### config.mk
export PLATFORM = sky130hd
export DESIGN_NAME = lot_occupancy_ctrl
export DESIGN_NICKNAME = d
export VERILOG_FILES = /design/src/rtl/lot_occupancy_ctrl.sv
export SDC_FILE = /design/constraint.sdc
export NUM_CORES = 1
export LEC_CHECK = 0
export CORE_UTILIZATION = 50
export CTS_CLUSTER_SIZE = 28
export DETAILED_ROUTE_END_ITERATION = 12
export PLACE_DENSITY_LB_ADDON = 0.1
export RECOVER_POWER = 25
export SKIP_CTS_REPAIR_TIMING = 1
export SLEW_MARGIN = 20
export SYNTH_ARGS = -nofsm -noshare
export SYNTH_HDL_FRONTEND = slang
export SYNTH_SLANG_ARGS = --single-unit
### constraint.sdc
create_clock -name clk -period 4.1 [get_ports clk]
set_clock_uncertainty 0.1 [all_clocks]
set_input_delay 0.41 -clock clk [delete_from_list [all_inputs] [get_ports clk]]
set_output_delay 0.41 -clock clk [all_outputs]
set_load 0.05 [all_outputs]
### src/rtl/lot_occupancy_ctrl.sv
// Parking lot occupancy counter with full/empty decode,
// sticky error flags and an entry gate sequencer.
module lot_occupancy_ctrl #(
  parameter int CAPACITY  = 15,
  parameter int CNT_W     = $clog2(CAPACITY + 1),
  parameter int GATE_HOLD = 50
) (
  input  logic             clk,
  input  logic             rst,
  input  logic             inc,
  input  logic             dec,
  input  logic             req_entry,
  output logic [CNT_W-1:0] occupancy,
  output logic             full,
  output logic             empty,
  output logic             gate_open,
  output logic             err_overflow,
  output logic             err_underflow
);

  localparam int TMR_W = $clog2(GATE_HOLD);

  typedef enum logic [1:0] {
    CLOSED,
    OPEN,
    REARM
  } gate_e;

  gate_e            state_q, state_d;
  logic [TMR_W-1:0] timer_q, timer_d;
  logic [CNT_W-1:0] occ_q, occ_d;
  logic             ovf_q, ovf_d;
  logic             unf_q, unf_d;
  logic             full_w, empty_w;

  assign full_w  = (occ_q == CNT_W'(CAPACITY));
  assign empty_w = (occ_q == '0);

  // Simultaneous inc and dec cancel and never flag an error.
  always_comb begin
    occ_d = occ_q;
    ovf_d = ovf_q;
    unf_d = unf_q;
    if (inc && !dec) begin
      if (full_w) ovf_d = 1'b1;
      else        occ_d = occ_q + CNT_W'(1);
    end else if (dec && !inc) begin
      if (empty_w) unf_d = 1'b1;
      else         occ_d = occ_q - CNT_W'(1);
    end
  end

  always_comb begin
    state_d = state_q;
    timer_d = timer_q;
    unique case (state_q)
      CLOSED: begin
        if (req_entry && !full_w) begin
          state_d = OPEN;
          timer_d = TMR_W'(GATE_HOLD - 1);
        end
      end
      OPEN: begin
        if (inc || (timer_q == '0)) begin
          state_d = REARM;
        end else begin
          timer_d = timer_q - TMR_W'(1);
        end
      end
      REARM: begin
        // A held button must be released before the gate can reopen.
        if (!req_entry) state_d = CLOSED;
      end
      default: state_d = CLOSED;
    endcase
  end

  always_ff @(posedge clk) begin
    if (rst) begin
      state_q <= CLOSED;
      timer_q <= '0;
      occ_q   <= '0;
      ovf_q   <= 1'b0;
      unf_q   <= 1'b0;
    end else begin
      state_q <= state_d;
      timer_q <= timer_d;
      occ_q   <= occ_d;
      ovf_q   <= ovf_d;
      unf_q   <= unf_d;
    end
  end

  assign occupancy     = occ_q;
  assign full          = full_w;
  assign empty         = empty_w;
  assign gate_open     = (state_q == OPEN);
  assign err_overflow  = ovf_q;
  assign err_underflow = unf_q;

endmodule
==> results of run 1 <==
[final timing paths]
| kind | slack [ps] | end |
|---|---|---|
| min | 390 | err_overflow$_SDFFE_PP0P_ |
| max | 1580 | full |
| max reg2reg | 2170 | timer_q[3]$_SDFFE_PP0P_ |
| min reg2reg | 390 | err_overflow$_SDFFE_PP0P_ |
[state kept, by name, summed over array words and instances (netlist names)]
| signal | flops |
|---|---|
| err_underflow | 1 |
| err_overflow | 1 |
| state_q | 2 |
| timer_q | 6 |
| occupancy | 4 |
[power groups by stage]
stage,clock network (mW),registers (mW),logic (mW)
3_3_place_gp,0,0.184,0.239
6_report,0.0778,0.181,0.241
2_1_floorplan,0,0.226,0.130
3_5_place_dp,0,0.184,0.244
5_1_grt,0.0872,0.185,0.260
4_1_cts,0.0796,0.181,0.245
[worst min-delay path: cells and delay by family, from the launching register on]
kind / cells / cell delay [ps]
AO/OA/AOI/OAI: 1 / 40
flip-flops: 1 / 340
AND/OR/NAND/NOR: 1 / 80
[stage by stage]
stage | total power, mW | hold WS, ps
floorplan | 0.356 | 359
global placement | 0.423 | 371
detailed placement | 0.429 | 365
CTS | 0.505 | 390
global route | 0.533 | 418
finish | 0.500 | 391
[cell families after synthesis]
| logic type | share of synthesized area |
|---|---|
| and+or+nand+nor | 0.273 |
| AOI/OAI and AO/OA | 0.167 |
| DFF | 0.343 |
| buffers and inverters | 0.0429 |
| adders and majority gates | 0.116 |
| xor gates and xnor gates | 0.0322 |
| muxes | 0.0260 |
[routing by layer]
layer  part of all wire  vias up  global-route usage
li1                   -      349                   -
met1               0.49      328               0.270
met2               0.46       14               0.308
met3              0.041        2              0.0733
met4              0.012        0              0.0875
met5                  0        -                   0
[cell usage in the layout (no fill, tap or decap), types with 2 or more instances in the layout]
master and instances:
a21oi_1 8, a31oi_1 2, inv_1 7, dfxtp_1 14, xor2_1 2, nor2_1 10, nand2_1 3, clkbuf_4 3
o211ai_1 2, o21ai_1 2, ha_1 6, nor2b_1 2, nor3b_1 4, clkdlybuf4s50_1 12, or3_1 3, a21o_1 2
a211oi_1 3
[cell type report]
class,count,share of cell area
Clock buffer,3,0.0233
Inverter,7,0.0272
Sequential cell,14,0.291
Tap cell,16,0.0208
Timing Repair Buffer,13,0.135
Multi-Input combinational cell,67,0.503
==> qor.txt, run 1 <==
highest clock rate - 0.397 GHz
Ys Warns - 0
clk_lat worst skew - 280 ps
FF/Latch Area - 280 um2
post-synth net total - 102
Synth top area share - 0.343
Hold Crit Start - err_overflow$_SDFFE_PP0P_
final WL - 1610 um
Netlist cell types - 37
Seq pwr share - 0.362
CP max stage delay - 850 ps
vias in the first global route - 623
internal power consumption - 0.284 mW
mapped cell area - 817 um2
gr usage total - 0.207
worst-path fanout max - 7
setup ws final - 1580 ps
Post-Place Worst Slack - 1390 ps
Die H - 42.4 um
DRC - 0
footprint of the multi-input gates - 485 um2
via count - 693
layout cells sized above 1 - 0.0481
post-route insts no fill - 120
Reg2Reg Depth - 4
Finished Core Util - 0.633
ANT nets after route - 0
Area Overhead vs Synth - 18.1%
leading area contributor after synthesis - dfxtp_1
CP Depth - 2
Cell Chain, Critical Path - and4_1 > clkdlybuf4s50_1
Gate power share - 0.483
Crit path max-delay family - buffers and inverters
register area share after synthesis - 0.343
maxcap violations - 0
most frequent cell after synthesis - dfxtp_1
Row Count - 14
worst setup path start - occupancy[0]$_SDFFE_PP0P_
PortBufs - 13
Root Buffer - clkbuf_4
worst hold path type - register to register
DRT Pass-1 Iters - 4
Arrival @ worst endpoint - 2010 ps
H-tree lvl count - 1
Reg-to-Reg Start - state_q[0]$_SDFFE_PP0P_
Starting Density - 0.536
total gr overflow - 0
WP data required - 3590 ps
Synth area leaders - dfxtp_1 (34%), ha_1 (9.2%), a21oi_1 (4.9%)
count of final setup violators - 0
Iteration-0 DRC Markers - 10
ys async rst share - 0
I/O pins - 14
Inst Count DP - 117
Main synth FF type - dfxtp_1
initial antenna violation count - 0
CTS tree - yes
Sink Count - 14
full die area - 1800 um2
sw power - 0.216 mW
power share of the clock group - 0.155
crit path launch type - register
total leakage power - 0.399 nW
post-layout min period - 2520 ps
dpl hpwl - 1230 um
antenna diode count - 0
fin crit share - 0.615
synthesized area per cell - 9.08 um2
RSZ-0062 raised after global routing - false
Buf/Inv on CP - 1
Die Width - 42.4 um
Post-synth EDFFs - 0
Pwr per Cell Area - 519 nW/um2
switching share of power - 0.432
Area after DPL - 958 um2
first-pass GRT wire length - 2770 um
vias per cell - 5.78
Slew Limit Fails - 0
maximum VDD drop - 0.265 mV
Sum Neg Setup Slack - 0 ps
Layout Nets - 118
clock buffer count from CTS - 3
Slowest-stage cell, CP - clkdlybuf4s50_1
final non-filler cell area - 965 um2
Final GP Congestion - 0.821
Max clock buf depth - 2
Worst Max-Slew Pin Slew - 793 ps
largest net degree at the start of global routing - 15
CP Capture Type - primary output
Max transition margin - 0.470
Worst-path clk slew - 80 ps
status - complete, no violations
Setup CP Type - register to primary output
flop and latch count out of synthesis - 14
core area - 1520 um2
WHS Path Cells - 2
most frequent cells after synthesis - dfxtp_1 (14), nor2_1 (10), a21oi_1 (8)
Cells after Synth - 90
drt wl/cell - 13.4 um
# fillers - 138
Fin. Hold Viols - 0
No activity file was read; power rests on OpenSTA's default activity.
==> inputs of run 2 (changes only) <==
==> constraint.sdc (replaced) <==
create_clock -name clk -period 2.48 [get_ports clk]
set_clock_uncertainty 0.1 [all_clocks]
set_input_delay 0.248 -clock clk [delete_from_list [all_inputs] [get_ports clk]]
set_output_delay 0.248 -clock clk [all_outputs]
set_load 0.05 [all_outputs]
==> run 2 against run 1 <==
Compared with the run above: sequential power is 69% higher; clock power is 63% higher; sequential share of layout area is 1.2 points lower; cell count is 2.5% higher; register-to-register slack worse by 1500 ps; critical path depth stayed put; first-iteration DRC count is 60% higher; count of clock-buffer cells in the layout stayed put; via count is 1.9% lower; core utilization is 2.6 points higher.
==> qor.txt, run 2 (synthesized netlist as in run 1, its figures left out) <==
Fin. Hold Viols - 0 (unchanged)
antenna diode count - 0 (unchanged)
commonest non-fill, non-tap cell in the layout - dfxtp_1
worst-path fanout max - 7 (unchanged)
DRC - 0 (unchanged)
Layout Nets - 121 (+2.5%)
Global Route met1 Usage - 0.268 (-0.00174)
highest clock rate - 0.438 GHz
Max transition margin - 0.658 (+0.188)
Slew Limit Fails - 0 (unchanged)
Iteration-0 DRC Markers - 16 (+6)
core area - 1520 um2 (unchanged)
switching share of power - 0.428 (-0.00459)
# fillers - 125 (-9.4%)
Die H - 42.4 um (unchanged)
clock buffer count from CTS - 3 (unchanged)
via count - 680 (-1.9%)
H-tree lvl count - 1 (unchanged)
CP max stage delay - 880 ps (+30 ps)
total leakage power - 0.412 nW (+3.1%)
DRT Pass-1 Iters - 4 (unchanged)
largest net degree at the start of global routing - 15 (unchanged)
Cell Chain, Critical Path - nor4_4 > clkdlybuf4s50_1
Max clock buf depth - 2 (unchanged)
Largest Register - timer_q
drt wl/cell - 12.5 um (-6.4%)
Area Overhead vs Synth - 23.0%
Gate power share - 0.485 (+0.002)
maximum VDD drop - 0.474 mV (+79%)
ANT nets after route - 0 (unchanged)
Setup CP Type - register to primary output
met3 usage - 0.0388 (-0.0345)
worst hold path type - register to register
I/O pins - 14 (unchanged)
final non-filler cell area - 1000 um2 (+4.2%)
number of flip-flops in the largest register - 6 (unchanged)
final WL - 1540 um (-4.0%)
RSZ-0062 raised after global routing - false
count of final setup violators - 0 (unchanged)
sw power - 0.359 mW (+66%)
Row Count - 14 (unchanged)
post-layout min period - 2290 ps
post-route insts no fill - 123 (+2.5%)
total gr overflow - 0 (unchanged)
commonest non-fill, non-tap cells in the layout - dfxtp_1 (14), clkdlybuf4s50_1 (13), nor2_1 (10)
first-pass GRT wire length - 2570 um (-7.2%)
CP Capture Type - primary output
Most Used Layer, Global Route - met2
vias in the first global route - 580 (-6.9%)
Worst Max-Slew Pin Slew - 512 ps (-281 ps)
Sum Neg Setup Slack - 0 ps (unchanged)
Starting Density - 0.536 (unchanged)
Die Width - 42.4 um (unchanged)
vias per cell - 5.53 (-4.3%)
crit path launch type - register
PortBufs - 13 (unchanged)
Final GP Congestion - 0.840 (+2.4%)
dpl hpwl - 1220 um (-0.84%)
power share of the clock group - 0.151 (-0.004)
Worst-path clk slew - 80 ps (about the same)
routing usage on met2 - 0.271 (-0.0369)
initial antenna violation count - 0 (unchanged)
fin crit share - 0.922
internal power consumption - 0.481 mW (+69%)
Sink Count - 14 (unchanged)
clk_lat worst skew - 280 ps (about the same)
WP data required - 2130 ps (-1460 ps)
full die area - 1800 um2 (unchanged)
status - complete, no violations
Pwr per Cell Area - 837 nW/um2 (+61%)
Slowest-stage cell, CP - clkdlybuf4s50_1
layout cells sized above 1 - 0.0748 (+0.0267)
Area after DPL - 990 um2 (+3.3%)
Root Buffer - clkbuf_4
Arrival @ worst endpoint - 1940 ps (-70 ps)
Design Power - 0.841 mW (+68%)
maxcap violations - 0 (unchanged)
Seq pwr share - 0.364 (+0.002)
Inst Count DP - 120 (+2.6%)
gr usage total - 0.192 (-0.0151)
CTS tree - yes
Finished Core Util - 0.659 (+0.0263)
run 2: power groups by stage:
| stage | registers [mW] | logic (mW) | clock network [mW] |
|---|---|---|---|
| CTS | 0.306 | 0.410 | 0.134 |
| finish | 0.306 | 0.408 | 0.127 |
| global route | 0.314 | 0.436 | 0.141 |
| floorplan | 0.381 | 0.223 | 0 |
| detailed placement | 0.312 | 0.407 | 0 |
| global placement | 0.312 | 0.405 | 0 |
run 2: worst paths after layout:
kind | start | to | slack [ps] | depth (start not counted)
setup reg to reg | occupancy[0]$_SDFFE_PP0P_ | occupancy[1]$_SDFFE_PP0P_ | 670 | 5
hold / removal | err_underflow$_SDFFE_PP0P_ | err_underflow$_SDFFE_PP0P_ | 390 | 2
setup / recovery | occupancy[0]$_SDFFE_PP0P_ | empty | 190 | 2
hold reg to reg | err_underflow$_SDFFE_PP0P_ | err_underflow$_SDFFE_PP0P_ | 390 | 2
run 2: routing by layer:
metal / routed length, um / part of all wire
met5: 0 / 0
met4: 38 / 0.025
met3: 54 / 0.035
met2: 656 / 0.43
met1: 792 / 0.51
run 2: cell type report:
type | instances | area (um2) | area share
Clock buffer | 3 | 22.5 | 0.0224
Inverter | 7 | 26.3 | 0.0262
Multi-Input combinational cell | 67 | 510 | 0.508
Sequential cell | 14 | 280 | 0.279
Tap cell | 16 | 20.0 | 0.0199
Timing Repair Buffer | 16 | 145 | 0.144
run 2: worst max-delay path, delay by kind of cell (launching register included):
| family | cells | cell delay (ps) |
|---|---|---|
| flops | 1 | 410 |
| simple gates | 1 | 370 |
| buf+inv | 1 | 880 |
run 2: stage by stage:
step                hold WS [ps]  setup slack, ps
global route                 408              116
floorplan                    308              238
CTS                          391              182
finish                       389              194
detailed placement           365             69.7
global placement             359              148
